**config.mk**
```make
export PLATFORM = sky130hd
export DESIGN_NAME = alu_op_issuer_flat
export DESIGN_NICKNAME = d
export VERILOG_FILES = /design/src/rtl/alu_op_issuer_if.sv /design/src/rtl/alu_op_issuer.sv /design/src/flat_wrapper.sv
export SDC_FILE = /design/constraint.sdc
export NUM_CORES = 1
export LEC_CHECK = 0
export CAP_MARGIN = 20
export CORE_ASPECT_RATIO = 0.75
export CORE_MARGIN = 8
export CORE_UTILIZATION = 49
export CTS_BUF_LIST = sky130_fd_sc_hd__clkbuf_2 sky130_fd_sc_hd__clkbuf_4 sky130_fd_sc_hd__clkbuf_8
export CTS_CLUSTER_SIZE = 14
export DETAILED_ROUTE_END_ITERATION = 10
export PLACE_DENSITY_LB_ADDON = 0.1
export SLEW_MARGIN = 5
export SYNTH_ARGS = -nofsm -noshare
export SYNTH_HDL_FRONTEND = slang
export SYNTH_SLANG_ARGS = --single-unit
```
**constraint.sdc**
```tcl
create_clock -name clk -period 1.99 [get_ports clk]
set_input_delay 0.199 -clock clk [delete_from_list [all_inputs] [get_ports clk]]
set_output_delay 0.199 -clock clk [all_outputs]
set_load 0.02 [all_outputs]
```
**src/rtl/alu_op_issuer_if.sv**
```systemverilog
`default_nettype none
// ============================================================================
// Module      : alu_op_issuer_if
// Description : Bundle of the request, ALU-drive and response signals of the
//               ALU operation issuer.
//                 slave  - the issuer itself (accepts requests, drives ALU,
//                          returns responses)
//                 master - the environment (sequencer, ALU slice, consumer)
//               Signals: req_valid/req_ready/req_a/req_b/req_opcode/req_tag,
//               alu_a/alu_b/alu_opcode/alu_en/alu_result,
//               rsp_valid/rsp_ready/rsp_result/rsp_tag/rsp_err, count.
// Revision    : 1.0 - initial release
// ============================================================================
interface alu_op_issuer_if #(
    parameter int WIDTH = 32,
    parameter int OPW   = 3,
    parameter int TAG_W = 4,
    parameter int DEPTH = 4
);
    localparam int c_cw = $clog2(DEPTH + 1);

    logic             req_valid;
    logic             req_ready;
    logic [WIDTH-1:0] req_a;
    logic [WIDTH-1:0] req_b;
    logic [OPW-1:0]   req_opcode;
    logic [TAG_W-1:0] req_tag;

    logic [WIDTH-1:0] alu_a;
    logic [WIDTH-1:0] alu_b;
    logic [OPW-1:0]   alu_opcode;
    logic             alu_en;
    logic [WIDTH-1:0] alu_result;

    logic             rsp_valid;
    logic             rsp_ready;
    logic [WIDTH-1:0] rsp_result;
    logic [TAG_W-1:0] rsp_tag;
    logic             rsp_err;
    logic [c_cw-1:0]  count;

    modport slave (
        input  req_valid, req_a, req_b, req_opcode, req_tag, alu_result, rsp_ready,
        output req_ready, alu_a, alu_b, alu_opcode, alu_en,
               rsp_valid, rsp_result, rsp_tag, rsp_err, count
    );

    modport master (
        output req_valid, req_a, req_b, req_opcode, req_tag, alu_result, rsp_ready,
        input  req_ready, alu_a, alu_b, alu_opcode, alu_en,
               rsp_valid, rsp_result, rsp_tag, rsp_err, count
    );
endinterface
`default_nettype wire

```
**src/rtl/alu_op_issuer.sv**
```systemverilog
`default_nettype none
// ============================================================================
// Module      : alu_op_issuer
// Description : Initiator side of a combinational ALU slice. Accepts
//               operation requests, registers them in a single issue stage
//               that drives the ALU, captures the ALU result one cycle later
//               and returns it with its tag through an in-order response FIFO.
//               Opcodes not enabled in OP_MASK never reach the ALU; they
//               return rsp_err = 1 with a zero result.
//   Ports     : clk    - clock, all state on the rising edge
//               rst_n  - synchronous active-low reset
//               bus    - alu_op_issuer_if.slave (request, ALU, response, count)
// Revision    : 1.0 - initial release
// ============================================================================
module alu_op_issuer #(
    parameter int                   WIDTH   = 32,
    parameter int                   OPW     = 3,
    parameter int                   TAG_W   = 4,
    parameter int                   DEPTH   = 4,
    parameter logic [(2**OPW)-1:0]  OP_MASK = 8'b0000_0010
) (
    input  wire logic         clk,
    input  wire logic         rst_n,
    alu_op_issuer_if.slave    bus
);
    localparam int             c_aw    = $clog2(DEPTH);
    localparam int             c_cw    = $clog2(DEPTH + 1);
    localparam logic [c_cw:0]  c_depth = (c_cw + 1)'(DEPTH);

    // Issue stage
    logic             s1_valid_q, s1_valid_d;
    logic [WIDTH-1:0] s1_a_q, s1_a_d;
    logic [WIDTH-1:0] s1_b_q, s1_b_d;
    logic [OPW-1:0]   s1_op_q, s1_op_d;
    logic [TAG_W-1:0] s1_tag_q, s1_tag_d;
    logic             s1_legal_q, s1_legal_d;

    // Response FIFO
    logic [WIDTH-1:0] mem_result_q [DEPTH];
    logic [TAG_W-1:0] mem_tag_q    [DEPTH];
    logic             mem_err_q    [DEPTH];
    logic [c_aw-1:0]  wr_ptr_q, wr_ptr_d;
    logic [c_aw-1:0]  rd_ptr_q, rd_ptr_d;
    logic [c_cw-1:0]  count_q, count_d;

    // Registered head-of-FIFO view
    logic [WIDTH-1:0] rsp_result_q, rsp_result_d;
    logic [TAG_W-1:0] rsp_tag_q, rsp_tag_d;
    logic             rsp_err_q, rsp_err_d;

    logic             w_req_ready;
    logic             w_req_fire;
    logic             w_push;
    logic             w_pop;
    logic [WIDTH-1:0] w_push_result;
    logic [c_cw-1:0]  w_remaining;

    always_comb begin
        // Occupancy counts the issue stage too, so the capture that follows
        // an accept always finds a free FIFO slot.
        w_req_ready   = rst_n & (({1'b0, count_q} + {{c_cw{1'b0}}, s1_valid_q}) < c_depth);
        w_req_fire    = bus.req_valid & w_req_ready;
        w_push        = s1_valid_q;
        w_pop         = (count_q != '0) & bus.rsp_ready;
        w_push_result = s1_legal_q ? bus.alu_result : '0;

        s1_valid_d = w_req_fire;
        s1_a_d     = s1_a_q;
        s1_b_d     = s1_b_q;
        s1_op_d    = s1_op_q;
        s1_tag_d   = s1_tag_q;
        s1_legal_d = s1_legal_q;
        if (w_req_fire) begin
            s1_a_d     = bus.req_a;
            s1_b_d     = bus.req_b;
            s1_op_d    = bus.req_opcode;
            s1_tag_d   = bus.req_tag;
            s1_legal_d = OP_MASK[bus.req_opcode];
        end

        wr_ptr_d = w_push ? wr_ptr_q + c_aw'(1) : wr_ptr_q;
        rd_ptr_d = w_pop  ? rd_ptr_q + c_aw'(1) : rd_ptr_q;

        count_d = count_q;
        case ({w_push, w_pop})
            2'b10:   count_d = count_q + c_cw'(1);
            2'b01:   count_d = count_q - c_cw'(1);
            default: count_d = count_q;
        endcase

        // Entries that were already stored and survive this edge's pop.
        w_remaining = w_pop ? count_q - c_cw'(1) : count_q;

        // Next head: an older stored entry if one remains, otherwise the
        // entry being captured now; with neither, the last head is held.
        rsp_result_d = rsp_result_q;
        rsp_tag_d    = rsp_tag_q;
        rsp_err_d    = rsp_err_q;
        if (w_remaining != '0) begin
            rsp_result_d = mem_result_q[rd_ptr_d];
            rsp_tag_d    = mem_tag_q[rd_ptr_d];
            rsp_err_d    = mem_err_q[rd_ptr_d];
        end else if (w_push) begin
            rsp_result_d = w_push_result;
            rsp_tag_d    = s1_tag_q;
            rsp_err_d    = ~s1_legal_q;
        end
    end

    always_ff @(posedge clk) begin
        if (!rst_n) begin
            s1_valid_q   <= 1'b0;
            s1_a_q       <= '0;
            s1_b_q       <= '0;
            s1_op_q      <= '0;
            s1_tag_q     <= '0;
            s1_legal_q   <= 1'b0;
            wr_ptr_q     <= '0;
            rd_ptr_q     <= '0;
            count_q      <= '0;
            rsp_result_q <= '0;
            rsp_tag_q    <= '0;
            rsp_err_q    <= 1'b0;
        end else begin
            s1_valid_q   <= s1_valid_d;
            s1_a_q       <= s1_a_d;
            s1_b_q       <= s1_b_d;
            s1_op_q      <= s1_op_d;
            s1_tag_q     <= s1_tag_d;
            s1_legal_q   <= s1_legal_d;
            wr_ptr_q     <= wr_ptr_d;
            rd_ptr_q     <= rd_ptr_d;
            count_q      <= count_d;
            rsp_result_q <= rsp_result_d;
            rsp_tag_q    <= rsp_tag_d;
            rsp_err_q    <= rsp_err_d;
        end
    end

    // Storage needs no reset: an entry is only read after it was written,
    // because count and the pointers are reset.
    always_ff @(posedge clk) begin
        if (w_push) begin
            mem_result_q[wr_ptr_q] <= w_push_result;
            mem_tag_q[wr_ptr_q]    <= s1_tag_q;
            mem_err_q[wr_ptr_q]    <= ~s1_legal_q;
        end
    end

    assign bus.req_ready  = w_req_ready;
    assign bus.alu_a      = s1_a_q;
    assign bus.alu_b      = s1_b_q;
    assign bus.alu_opcode = s1_legal_q ? s1_op_q : '0;
    assign bus.alu_en     = s1_valid_q & s1_legal_q;
    assign bus.rsp_valid  = (count_q != '0);
    assign bus.rsp_result = rsp_result_q;
    assign bus.rsp_tag    = rsp_tag_q;
    assign bus.rsp_err    = rsp_err_q;
    assign bus.count      = count_q;

endmodule
`default_nettype wire
```
**src/flat_wrapper.sv**
```systemverilog
// flat-port wrapper written by rule: the top's interface ports become plain ports
module alu_op_issuer_flat 
#(
    parameter int                   WIDTH   = 32,
    parameter int                   OPW     = 3,
    parameter int                   TAG_W   = 4,
    parameter int                   DEPTH   = 4,
    parameter logic [(2**OPW)-1:0]  OP_MASK = 8'b0000_0010
)
  (clk, rst_n, bus_req_valid, bus_req_a, bus_req_b, bus_req_opcode, bus_req_tag, bus_alu_result, bus_rsp_ready, bus_req_ready, bus_alu_a, bus_alu_b, bus_alu_opcode, bus_alu_en, bus_rsp_valid, bus_rsp_result, bus_rsp_tag, bus_rsp_err, bus_count);
  alu_op_issuer_if #(.WIDTH(WIDTH), .OPW(OPW), .TAG_W(TAG_W), .DEPTH(DEPTH)) bus_i ();
  input  wire logic clk;
  input  wire logic rst_n;
  input wire logic [$bits(bus_i.req_valid)-1:0] bus_req_valid;
  input wire logic [$bits(bus_i.req_a)-1:0] bus_req_a;
  input wire logic [$bits(bus_i.req_b)-1:0] bus_req_b;
  input wire logic [$bits(bus_i.req_opcode)-1:0] bus_req_opcode;
  input wire logic [$bits(bus_i.req_tag)-1:0] bus_req_tag;
  input wire logic [$bits(bus_i.alu_result)-1:0] bus_alu_result;
  input wire logic [$bits(bus_i.rsp_ready)-1:0] bus_rsp_ready;
  output wire logic [$bits(bus_i.req_ready)-1:0] bus_req_ready;
  output wire logic [$bits(bus_i.alu_a)-1:0] bus_alu_a;
  output wire logic [$bits(bus_i.alu_b)-1:0] bus_alu_b;
  output wire logic [$bits(bus_i.alu_opcode)-1:0] bus_alu_opcode;
  output wire logic [$bits(bus_i.alu_en)-1:0] bus_alu_en;
  output wire logic [$bits(bus_i.rsp_valid)-1:0] bus_rsp_valid;
  output wire logic [$bits(bus_i.rsp_result)-1:0] bus_rsp_result;
  output wire logic [$bits(bus_i.rsp_tag)-1:0] bus_rsp_tag;
  output wire logic [$bits(bus_i.rsp_err)-1:0] bus_rsp_err;
  output wire logic [$bits(bus_i.count)-1:0] bus_count;
  assign bus_i.req_valid = bus_req_valid;
  assign bus_i.req_a = bus_req_a;
  assign bus_i.req_b = bus_req_b;
  assign bus_i.req_opcode = bus_req_opcode;
  assign bus_i.req_tag = bus_req_tag;
  assign bus_i.alu_result = bus_alu_result;
  assign bus_i.rsp_ready = bus_rsp_ready;
  assign bus_req_ready = bus_i.req_ready;
  assign bus_alu_a = bus_i.alu_a;
  assign bus_alu_b = bus_i.alu_b;
  assign bus_alu_opcode = bus_i.alu_opcode;
  assign bus_alu_en = bus_i.alu_en;
  assign bus_rsp_valid = bus_i.rsp_valid;
  assign bus_rsp_result = bus_i.rsp_result;
  assign bus_rsp_tag = bus_i.rsp_tag;
  assign bus_rsp_err = bus_i.rsp_err;
  assign bus_count = bus_i.count;
  alu_op_issuer #(.WIDTH(WIDTH), .OPW(OPW), .TAG_W(TAG_W), .DEPTH(DEPTH), .OP_MASK(OP_MASK)) u_core (.clk(clk), .rst_n(rst_n), .bus(bus_i));
endmodule
```
Yosys cells after proc, flatten, opt, wreduce, memory -nomap -nowiden
Memories as Yosys holds them, arrays and structs flattened. A register that Yosys moved wholly into a read port is not among the register bits.
Index checks and enable logic that the tools add are counted.
{"block": "op_classes", "n_addsub": 5, "multipliers": 0, "div": 0, "n_lt_le_gt_ge": 1, "eq_ne": 2, "n_shift": 0, "mux": 13, "n_bitwise": 5, "reduce_logical": 5}
{"cell": "32-bit 2-to-1 mux", "n": 3}
{"cell": "4-bit 2-to-1 mux", "n": 2}
{"cell": "3-bit 2-to-1 mux", "n": 2}
{"cell": "3-bit one-hot mux with 2 select lines", "n": 1}
{"cell": "3-bit nonzero test", "n": 2}
{"cell": "2-bit by 1-bit adder with 2-bit output (second input constant)", "n": 2}
{"cell": "3-bit by 1-bit adder with 4-bit output", "n": 1}
{"cell": "1-bit bitwise AND", "n": 4}
{"cell": "4-bit by 3-bit < comparator with 1-bit output (second input constant)", "n": 1}
{"cell": "1-bit 2-to-1 mux", "n": 4}
{"cell": "2-bit nonzero test", "n": 2}
{"cell": "3-bit by 1-bit adder with 3-bit output (second input constant)", "n": 1}
{"cell": "3-bit by 1-bit subtractor with 3-bit output (second input constant)", "n": 1}
{"cell": "2-bit by 1-bit == test with 1-bit output (second input constant)", "n": 1}
{"cell": "2-bit == test (second input constant)", "n": 1}
{"cell": "2-bit 2-to-1 mux", "n": 1}
{"cell": "1-bit zero test", "n": 1}
{"cell": "1-bit NOT", "n": 1}
{"block": "word_totals", "reg_bits": 116, "latchBits": 0, "ram_bits": 148, "rom_bits": 8, "in_bits": 107, "out_inout_bits": 110, "mem_count": 4}
{"memory": "u_core.mem_result_q", "words": 4, "word_bits": 32, "rd": 1, "rd_ports_with_merged_regs": 0, "write_ports": 1, "line_no": "alu_op_issuer.sv:39", "source": "logic [WIDTH-1:0] mem_result_q [DEPTH];"}
{"memory": "u_core.mem_tag_q", "words": 4, "word_bits": 4, "rd": 1, "rd_ports_with_merged_regs": 0, "write_ports": 1, "line_no": "alu_op_issuer.sv:40", "source": "logic [TAG_W-1:0] mem_tag_q [DEPTH];"}
{"memory": "(no name shown)", "words": 8, "word_bits": 1, "rd": 1, "rd_ports_with_merged_regs": 1, "write_ports": 0, "line_no": "alu_op_issuer.sv:78", "source": "s1_legal_d = OP_MASK[bus.req_opcode];"}
{"memory": "u_core.mem_err_q", "words": 4, "word_bits": 1, "rd": 1, "rd_ports_with_merged_regs": 0, "write_ports": 1, "line_no": "alu_op_issuer.sv:41", "source": "logic mem_err_q [DEPTH];"}

Depth between registers and ports, before layout
Gate-level depths: netlist of the first run.
{"block": "logic_depth", "word_depth": 5, "mapped_depth": 11, "depth_no_buf": 9}

Least setup slack after synthesis of the first run
No wires, ideal clock.
{"block": "synth_path", "kind": "reg2reg", "from": "register u_core.count_q[0], in the netlist u_core.bus.count[0]", "to": "register u_core.count_q[2], in the netlist u_core.bus.count[2]", "setup_ns": 0.070, "arrival_time_ns": 2.320, "path_slack_ns": -0.400, "stages_incl_launch_ff": 11, "path_buffers": 2, "cell_sequence": "dfxtp_1 -> inv_1 -> ha_1 -> nand2b_4 -> nand2_4 -> inv_4 -> buf_4 -> buf_2 -> ha_1 -> or3_1 -> a21oi_1"}
{"block": "synth_via", "elab_chain_cells": 4}
{"element": "from (decl)", "line_no": "alu_op_issuer.sv:44", "source": "logic [c_cw-1:0] count_q, count_d;"}
{"element": "from (signal assigned)", "line_no": "alu_op_issuer.sv:133", "source": "count_q <= count_d;"}
{"element": "3-bit nonzero test *"}
{"element": "named net bus_rsp_valid", "line_no": "flat_wrapper.sv:26", "source": "output wire logic [$bits(bus_i.rsp_valid)-1:0] bus_rsp_valid;"}
{"element": "1-bit bitwise AND *", "line_no": "alu_op_issuer.sv:64", "source": "w_pop = (count_q != '0) & bus.rsp_ready;"}
{"element": "2-bit by 1-bit == test with 1-bit output / 2-bit == test (equally long branches)", "line_no": "alu_op_issuer.sv:85", "source": "case ({w_push, w_pop})"}
{"element": "3-bit one-hot mux with 2 select lines / 2-bit nonzero test (equally long branches)"}
The timed path passes the listed nets; every way through them passes the cells marked *.
A chain may end at the register's enable or synchronous reset.

Worst setup path in the final report of the first run
{"block": "layout_path", "from": "register u_core.count_q[0], in the netlist u_core.bus.count[0]", "to": "register u_core.rsp_result_q[14], in the netlist u_core.bus.rsp_result[14]"}
{"block": "layout_via", "elab_chain_cells": 5}
{"element": "3-bit nonzero test", "line_no": "alu_op_issuer.sv:64"}
{"element": "1-bit bitwise AND", "line_no": "alu_op_issuer.sv:64"}
{"element": "2-bit 2-to-1 mux / 3-bit 2-to-1 mux (equally long branches)", "line_no": "alu_op_issuer.sv:82, alu_op_issuer.sv:92"}
{"element": "memory 4 x 32 bit / 3-bit nonzero test (equally long branches)"}
{"element": "32-bit 2-to-1 mux / 2-bit nonzero test (equally long branches)"}
{"element": "to (signal assigned)", "line_no": "alu_op_issuer.sv:134", "source": "rsp_result_q <= rsp_result_d;"}
{"element": "to (decl)", "line_no": "alu_op_issuer.sv:47", "source": "logic [WIDTH-1:0] rsp_result_q, rsp_result_d;"}
Parallel ways exist; a longest one is shown, timed or not.

==> flow_summary.yaml, run 1 <==
run_status:
  status: "completed"
drt:
  dr.pass1.iters: 5
  drt_iter0_drc: 612
  drc_errors: 0
  vias: 8893
  ant_nets: 0
  vias_per_cell: 5.40
  postRouteWirelength_mm: 31.3
  wl_per_cell_um: 19.0
floorplanning:
  ioPinCount: 217
  core_sq_mm: 0.0229
  initial_utilization: 0.497
  die_h_um: 148
  rows: 48
  fp.dieW_um: 192
  dieArea_sq_mm: 0.0285
grt:
  grt_pass1_vias: 8960
  grt.total_usage: 0.213
  grt_pass1_wl_mm: 48.3
  grt.overflow.total: 0
  antenna_found_initial: 0
  grt_max_degree: 80
power_and_ir_drop:
  power_density_mw_per_mm2: 1260
  p_leak_nw: 5.61
  vdd_ir_drop_max_mv: 0.620
setup_path:
  worst-setup-path-type: "register to register"
  worstPathMaxFanout: 22
  startpoint_type: "register"
  crit_arrival_ns: 2.38
  cp-end-kind: "register"
  worstPathRequired_ns: 2.46
layout:
  layout-drive-gt1-share: 0.125
  n_fill_cell: 1817
  multi_input_area_sq_mm: 0.00431
  finish.utilization: 0.670
  diodes: 0
  nets: 1426
  seq_area_sq_mm: 0.00680
  syn2layout_area_growth_pct: 34.8
placement:
  place_congestion: 0.754
  dp_hpwl_mm: 19.4
  numPortBuffers: 216
synth:
  synth_fp_nets: 1192
  synthCells: 1077
  synth_warnings: 0
  syn_area_sq_mm: 0.0114
  avgSynthCellArea_sq_um: 10.6
  synth.top_cell.area_share: 0.390
  synth_common_cells: "249 x nand2_1, 148 x edfxtp_1, 128 x a21oi_1"
  synth_area_leaders: "edfxtp_1 39%, dfxtp_1 21%, nand2_1 8.2%, mux2i_1 8.2%, a21oi_1 5.6%"
  synth.distinct_cells: 40
  synth_edf_count: 148
  synth_most_common_cell: "nand2_1"
  async_reset_ff_frac: 0
  ys_seq_elements: 265
  synth_flop_cell: "edfxtp_1"
  yosys.area.top_type: "edfxtp_1"
  yosysSeqAreaShare: 0.595
cts:
  clock_sinks: 265
  clockRootBuffer: "clkbuf_8"
  ctsHoldBuffers: 0
  clk_latency_ns: 0.55
  cts_max_path_buffers: 3
  clkTransAtPathRegs_ns: 0.06
  h-tree-depth: 2
  cts_tree: "done"
  cts_buffers: 43
timing:
  worst_pin_slew_ns: 0.877
  fin_skew_ns: 0.0191
  clock.fmax_mhz: 523
  slew_viol_final: 0
  worst_slew_margin_rel: 0.415
  setup_viol: 0
  fin_tns_setup_ns: 0
  post-route-min-period_ns: 1.91
  timing.final.crit_share: 0.961
  holdWs_ns: 0.201
  rsz0062_at_grt: "yes"
  hold_violations: 0
worst_hold_path:
  hold_path.class: "input port to register"
flow_run:
  cap_violations: 0
-- repair_timing --
item                       in CTS  in global routing
cloned                          0                  4
hold endpoints to repair        0                  0
resized for setup               8                 16
pin swaps                       0                  1
buffers inserted                0                  3
setup endpoints to repair       6                 32
-- path summary, 6_finish.rpt --
kind	start	depth (start not counted)	slack, ns	endpoint
worst min register to register	u_core.bus.alu_b[19]$_SDFFE_PN0P_	2	0.45	u_core.bus.alu_b[19]$_SDFFE_PN0P_
worst max-delay path	u_core.bus.count[0]$_SDFFE_PN0P_	9	0.08	u_core.bus.rsp_result[14]$_SDFFE_PN0P_
worst max register to register	u_core.bus.count[0]$_SDFFE_PN0P_	9	0.08	u_core.bus.rsp_result[14]$_SDFFE_PN0P_
worst min-delay path	bus_req_a[21]	3	0.20	u_core.bus.alu_a[21]$_SDFFE_PN0P_
-- metrics by stage --
stage | power (mW) | worst slack, ns | area (sq um) | cells
floorplan | 11.0 | -0.191 | 11400 | 1077
detailed placement | 13.8 | -0.0226 | 14200 | 1558
global route | 20.4 | -0.0239 | 15400 | 1646
CTS | 18.9 | 0.0399 | 15100 | 1638
global placement | 13.7 | -0.0216 | 14200 | 1558
finish | 19.3 | 0.0786 | 15400 | 1646
-- final cells by class --
type | count | share of cell area
repair buffers | 267 | 0.187
clock buffers | 72 | 0.0559
multi-input cells | 724 | 0.280
clock inverters | 8 | 0.00619
well taps | 300 | 0.0244
flip-flops and latches | 265 | 0.442
inverters | 10 | 0.00326
-- registers in the layout, summed over array words and instances, names as in the netlist, 2 cells and up --
signal / flops
u_core.bus.alu_a: 32
u_core.bus.alu_b: 32
u_core.bus.count: 3
u_core.bus.rsp_result: 32
u_core.bus.rsp_tag: 4
u_core.mem_err_q: 4
u_core.mem_result_q: 128
u_core.mem_tag_q: 16
u_core.rd_ptr_q: 2
u_core.s1_op_q: 3
u_core.s1_tag_q: 4
u_core.wr_ptr_q: 2
-- power by group --
part / internal (mW) / leakage, nW / switching (mW)
Sequential: 6.37 / 2.47 / 0.351
Clock: 2.98 / 0.499 / 2.12
Combinational: 3.50 / 2.64 / 4.02
Total: 12.9 / 5.61 / 6.49
-- critical path: stages, from the launching register on --
cell and delay (ns):
dfxtp_4 0.34, inv_1 0.05, ha_2 0.20, nand2b_4 0.11, nand2_8 0.09, buf_12 0.15, clkbuf_16 0.19, mux2i_1 0.12
mux4_2 0.46, o22ai_1 0.15
-- layer usage --
metal | up-vias | share of wire | global-route usage
met5 | - | 0 | 0
met4 | 0 | 0.019 | 0.0640
met3 | 42 | 0.085 | 0.0620
met2 | 307 | 0.47 | 0.339
met1 | 4275 | 0.43 | 0.277
li1 | 4269 | - | -
-- layout by cell type, fill, tap and decap left out, types with 35 or more instances in the layout --
cell type,netlist,layout
mux2i_1,93,93
and2_1,39,35
edfxtp_1,148,148
a21oi_1,128,127
nor2_1,43,42
nand2_1,249,248
dfxtp_1,117,111
clkdlybuf4s50_1,0,210
o22ai_1,36,35
clkbuf_8,0,51
-- logic make-up (layout without fill, tap and decap cells) --
family	after synthesis	count (layout)	share of synthesized area
mux	105	105	0.103
compound gates	236	236	0.116
xor+xnor	4	4	0.00307
flops	265	265	0.595
simple gates	371	371	0.141
fa+ha+maj	8	8	0.00878
buf+inv	88	357	0.0332
Power figures use the tool's default switching activity.
==> inputs of run 2 (changes only) <==
- RECOVER_POWER: default -> 100
==> run 2 against run 1 <==
Compared with the run above:
- die area is the same
- clock-buffer cell count is the same
- combinational power barely moved
- maximum frequency grew 0.30%
- register-to-register slack barely moved
- first-iteration DRC count decreased by 5.6%
- setup slack gained 0.0056 ns
- utilization down 0.34 points
- sequential share of layout area is 0.23 points higher
- critical endpoint unchanged
==> flow_summary.yaml, run 2 (same netlist as run 1, synthesis figures left out) <==
layout:
  syn2layout_area_growth_pct: 34.1
  mostFrequentLayoutCell: "nand2_1"
  diodes: 0
  layout-drive-gt1-share: 0.123
  n_fill_cell: 1829
  nets: 1426
  layout_common_cells: "248 x nand2_1, 209 x clkdlybuf4s50_1, 148 x edfxtp_1, 127 x a21oi_1, 111 x dfxtp_1"
  seq_area_sq_mm: 0.00680
  largest_reg_flops: 128
  multi_input_area_sq_mm: 0.00431
  top_register: "u_core.mem_result_q"
drt:
  vias_per_cell: 5.39
  vias: 8879
  drc_errors: 0
  postRouteWirelength_mm: 31.4
  dr.pass1.iters: 4
  wl_per_cell_um: 19.0
  drt_iter0_drc: 578
  ant_nets: 0
run_status:
  status: "completed"
setup_path:
  max_stage_delay_ns: 0.46
  path_buf_inv: 3
  cp-end-kind: "register"
  startpoint_type: "register"
  crit_chain: "inv_1, ha_2, nand2b_4, nand2_8, buf_12, clkbuf_16, mux2i_1, mux4_2, o22ai_1"
  worstPathRequired_ns: 2.46
  critPathTopFamily: "multiplexers"
  crit_arrival_ns: 2.38
  cp-startpoint: "u_core.bus.count[0]$_SDFFE_PN0P_"
  rr_startpoint: "u_core.bus.count[0]$_SDFFE_PN0P_"
  worst-setup-path-type: "register to register"
  critPathSlowestCell: "mux4_2"
  worstPathMaxFanout: 22
placement:
  pre_cts_slack_ns: -0.0226
  place_congestion: 0.754
  dp_hpwl_mm: 19.4
  numPortBuffers: 216
power_and_ir_drop:
  power_density_mw_per_mm2: 1260
  vdd_ir_drop_max_mv: 0.623
  p_leak_nw: 5.55
timing:
  worst_slew_margin_rel: 0.376
  hold_violations: 0
  slew_viol_final: 0
  fin_skew_ns: 0.0203
  setup_viol: 0
  setup_slack_ns: 0.0842
  worst_pin_slew_ns: 0.935
  timing.final.crit_share: 0.958
  rsz0062_at_grt: "yes"
  holdWs_ns: 0.199
  post-route-min-period_ns: 1.91
  clock.fmax_mhz: 525
cts:
  clk_latency_ns: 0.55
  clkTransAtPathRegs_ns: 0.06
  clock_sinks: 265
  cts_max_path_buffers: 3
  clockRootBuffer: "clkbuf_8"
  h-tree-depth: 2
  cts_buffers: 43
  ctsHoldBuffers: 0
  cts_tree: "done"
grt:
  grt_max_degree: 80
  antenna_found_initial: 0
  grt_pass1_wl_mm: 48.3
  grt.total_usage: 0.213
  grt.overflow.total: 0
  grt_pass1_vias: 8960
floorplanning:
  ioPinCount: 217
  die_h_um: 148
  core_sq_mm: 0.0229
  initial_utilization: 0.497
  fp.dieW_um: 192
  dieArea_sq_mm: 0.0285
  rows: 48
worst_hold_path:
  hold_path.class: "input port to register"
  min_from: "bus_req_a[18]"
flow_run:
  cap_violations: 0
-- run 2: final timing paths --
check	end	slack, ns	cells after the start
setup / recovery	u_core.bus.rsp_result[14]$_SDFFE_PN0P_	0.08	9
hold / removal	u_core.bus.alu_a[18]$_SDFFE_PN0P_	0.20	3
setup reg to reg	u_core.bus.rsp_result[14]$_SDFFE_PN0P_	0.08	9
hold reg to reg	u_core.bus.alu_b[19]$_SDFFE_PN0P_	0.45	2
-- run 2: worst min-delay path: cells and delay by family --
kind	cells	cell delay [ns]
buffers and inverters	1	0.40
AND/OR/NAND/NOR	1	0.05
AO/OA/AOI/OAI	1	0.05
-- run 2: routing by layer --
| layer | global-route usage | routed length [um] | vias up |
|---|---|---|---|
| li1 | - | - | 4268 |
| met5 | 0 | 0 | - |
| met4 | 0.0640 | 619 | 0 |
| met1 | 0.277 | 13400 | 4260 |
| met2 | 0.339 | 14700 | 308 |
| met3 | 0.0620 | 2690 | 43 |
-- run 2: repair_timing --
| item | 4_1_cts | 5_1_grt |
|---|---|---|
| cloned | 0 | 4 |
| setup buffers | 0 | 3 |
| endpoints found under the setup margin | 6 | 32 |
| pin swaps | 0 | 1 |
| gates resized for setup | 8 | 16 |
-- run 2: cell type report --
cell class              count  share of cell area
clock buffers              72              0.0562
clock inverters             8             0.00622
inverters                  10             0.00327
multi-input cells         724               0.282
flip-flops and latches    265               0.445
well taps                 300              0.0245
repair buffers            267               0.183
-- run 2: where the power goes --
group	leakage, nW	switching, mW	total (mW)	internal (mW)
Clock	0.499	2.12	5.10	2.98
Combinational	2.58	4.01	7.49	3.48
Sequential	2.47	0.350	6.72	6.37
Total	5.55	6.47	19.3	12.8
-- run 2: stage by stage --
| stage | TNS, ns | cells | instance area [sq um] | power (mW) | util |
|---|---|---|---|---|---|
| 2_1_floorplan | -0.191 | 1077 | 11400 | 11.0 | - |
| 4_1_cts | 0 | 1638 | 15100 | 18.9 | 0.660 |
| 5_1_grt | -0.0240 | 1646 | 15300 | 20.4 | 0.667 |
| 3_3_place_gp | -0.0216 | 1558 | 14200 | 13.7 | 0.619 |
| 6_report | 0 | 1646 | 15300 | 19.3 | 0.667 |
| 3_5_place_dp | -0.0686 | 1558 | 14200 | 13.8 | 0.619 |
==> inputs of run 3 (changes only) <==
- CORE_ASPECT_RATIO: 0.75 -> default
==> run 3 against run 2 <==
Compared with the run above:
- utilization is 0.71 points lower
- critical path depth shrank 7
- final area barely moved
- worst hold slack got worse by 0.0087 ns
- register-to-register slack barely moved
- power down 2.5%
- clock-buffer cell count fell by 1
- combinational power is 4.4% lower
==> flow_summary.yaml, run 3 (same netlist as run 1, synthesis figures left out) <==
setup_path:
  path_depth: 2
  cp-end-kind: "output pin"
  rrSetupSlack_ns: 0.08
  path_buf_inv: 1
  critPathSlowestCell: "clkdlybuf4s50_1"
  crit_chain: "and2_1, clkdlybuf4s50_1"
  worst-setup-path-type: "register to output pin"
  worstPathMaxFanout: 7
  critPathTopFamily: "buffers and inverters"
  worstPathRequired_ns: 1.79
  crit_arrival_ns: 1.74
  startpoint_type: "register"
  rr_startpoint: "u_core.bus.count[1]$_SDFFE_PN0P_"
  max_stage_delay_ns: 0.62
  r2r_cells: 10
  r2r_end: "u_core.bus.rsp_result[5]$_SDFFE_PN0P_"
power_and_ir_drop:
  p_leak_nw: 5.80
  total_power_mw: 18.8
  power_density_mw_per_mm2: 1230
  vdd_ir_drop_max_mv: 0.723
worst_hold_path:
  hold_path.class: "input port to register"
  min_from: "bus_req_a[15]"
  worstHoldPathCells: 3
  holdPathEnd: "u_core.bus.alu_a[15]$_SDFFE_PN0P_"
timing:
  post-route-min-period_ns: 1.93
  setup_viol: 0
  worst_slew_margin_rel: 0.385
  slew_viol_final: 0
  fin_skew_ns: 0.0104
  clock.fmax_mhz: 517
  worst_pin_slew_ns: 0.923
  holdWs_ns: 0.190
  timing.final.crit_share: 0.972
  hold_violations: 0
  fin_tns_setup_ns: 0
placement:
  place_congestion: 0.774
  dp_hpwl_mm: 20.0
  numPortBuffers: 216
drt:
  drc_errors: 0
  vias: 8883
  ant_nets: 0
  vias_per_cell: 5.31
  drt_iter0_drc: 458
  wl_per_cell_um: 18.9
  dr.pass1.iters: 5
  postRouteWirelength_mm: 31.7
floorplanning:
  ioPinCount: 217
  dieArea_sq_mm: 0.0284
  rows: 56
  fp.dieW_um: 169
  initial_utilization: 0.492
  core_sq_mm: 0.0232
  die_h_um: 169
run_status:
  status: "completed"
cts:
  cts_max_path_buffers: 3
  clk_latency_ns: 0.55
  clockRootBuffer: "clkbuf_8"
  cts_tree: "done"
  h-tree-depth: 2
  clkTransAtPathRegs_ns: 0.06
  cts_buffers: 46
  ctsHoldBuffers: 0
  clock_sinks: 265
layout:
  syn2layout_area_growth_pct: 34.1
  top_register: "u_core.mem_result_q"
  multi_input_area_sq_mm: 0.00436
  layout-drive-gt1-share: 0.124
  mostFrequentLayoutCell: "nand2_1"
  layout_common_cells: "248 x nand2_1, 148 x edfxtp_1, 126 x a21oi_1, 121 x clkdlybuf4s50_1, 111 x dfxtp_1"
  seq_area_sq_mm: 0.00680
  n_fill_cell: 1797
  largest_reg_flops: 128
  diodes: 0
  nets: 1430
grt:
  antenna_found_initial: 0
  grt.total_usage: 0.215
  grt_max_degree: 80
  grt_pass1_wl_mm: 48.9
  grt_pass1_vias: 8979
  grt.overflow.total: 0
flow_run:
  cap_violations: 0
## run 3: changes by cell type in the layout (fill, tap and decap cells not counted), sizes merged
cell and change:
clkdlybuf4s50 -88, clkbuf -9, clkinv +12, dlygate4sd3 +89, clkdlybuf4s15 -2, bufinv -2, a21oi +1, buf +8
clkinvlp -3, nor2b +1
## run 3: worst min-delay path, stage by stage
cell and delay, ns:
clkdlybuf4s50_1 0.39, nand2_1 0.05, a21oi_1 0.05
## run 3: how the worst max path moves through the flow
stage                                startpoint                               endpoint  slack [ns]
5_1_grt        u_core.bus.count[0]$_SDFFE_PN0P_  u_core.bus.rsp_result[5]$_SDFFE_PN0P_       -0.01
3_5_place_dp                              rst_n                          bus_req_ready       -0.02
2_1_floorplan  u_core.bus.count[1]$_SDFFE_PN0P_       u_core.bus.count[2]$_SDFFE_PN0P_       -0.19
3_3_place_gp                              rst_n                          bus_req_ready       -0.01
6_report         u_core.s1_legal_q$_SDFFE_PN0P_                      bus_alu_opcode[0]        0.06
4_1_cts        u_core.bus.count[0]$_SDFFE_PN0P_     u_core.bus.rsp_tag[3]$_SDFFE_PN0P_       0.002
## run 3: layout make-up
| class | instances | area share |
|---|---|---|
| flip-flops and latches | 265 | 0.445 |
| multi-input cells | 726 | 0.285 |
| repair buffers | 266 | 0.180 |
| clock buffers | 71 | 0.0569 |
| well taps | 319 | 0.0261 |
| clock inverters | 15 | 0.00417 |
| inverters | 10 | 0.00327 |
## run 3: metal layers
| metal | wire, um | vias up | track usage |
|---|---|---|---|
| met5 | 0 | - | 0 |
| li1 | - | 4286 | - |
| met2 | 15300 | 329 | 0.355 |
| met3 | 3290 | 47 | 0.0836 |
| met4 | 547 | 0 | 0.0602 |
| met1 | 12600 | 4221 | 0.257 |
## run 3: what timing repair did
| item | CTS | global route |
|---|---|---|
| resized for setup | 8 | 20 |
| buffers inserted | 0 | 1 |
| gates cloned | 1 | 2 |
| setup endpoints to repair | 6 | 37 |
| pin swaps | 0 | 4 |
## run 3: stage by stage
step	util	area, sq um	setup slack [ns]	cells
2_1_floorplan	-	11400	-0.191	1077
3_3_place_gp	0.614	14200	-0.0113	1580
3_5_place_dp	0.614	14200	-0.0228	1580
4_1_cts	0.655	15200	0.00234	1667
5_1_grt	0.660	15300	-0.0111	1672
6_report	0.660	15300	0.0555	1672
## run 3: report_power, final
part	internal [mW]	switching [mW]	leakage (nW)	total (mW)
clock	2.78	2.16	0.504	4.94
sequential	6.37	0.354	2.47	6.72
combinational	3.19	3.98	2.82	7.16
total	12.3	6.49	5.80	18.8
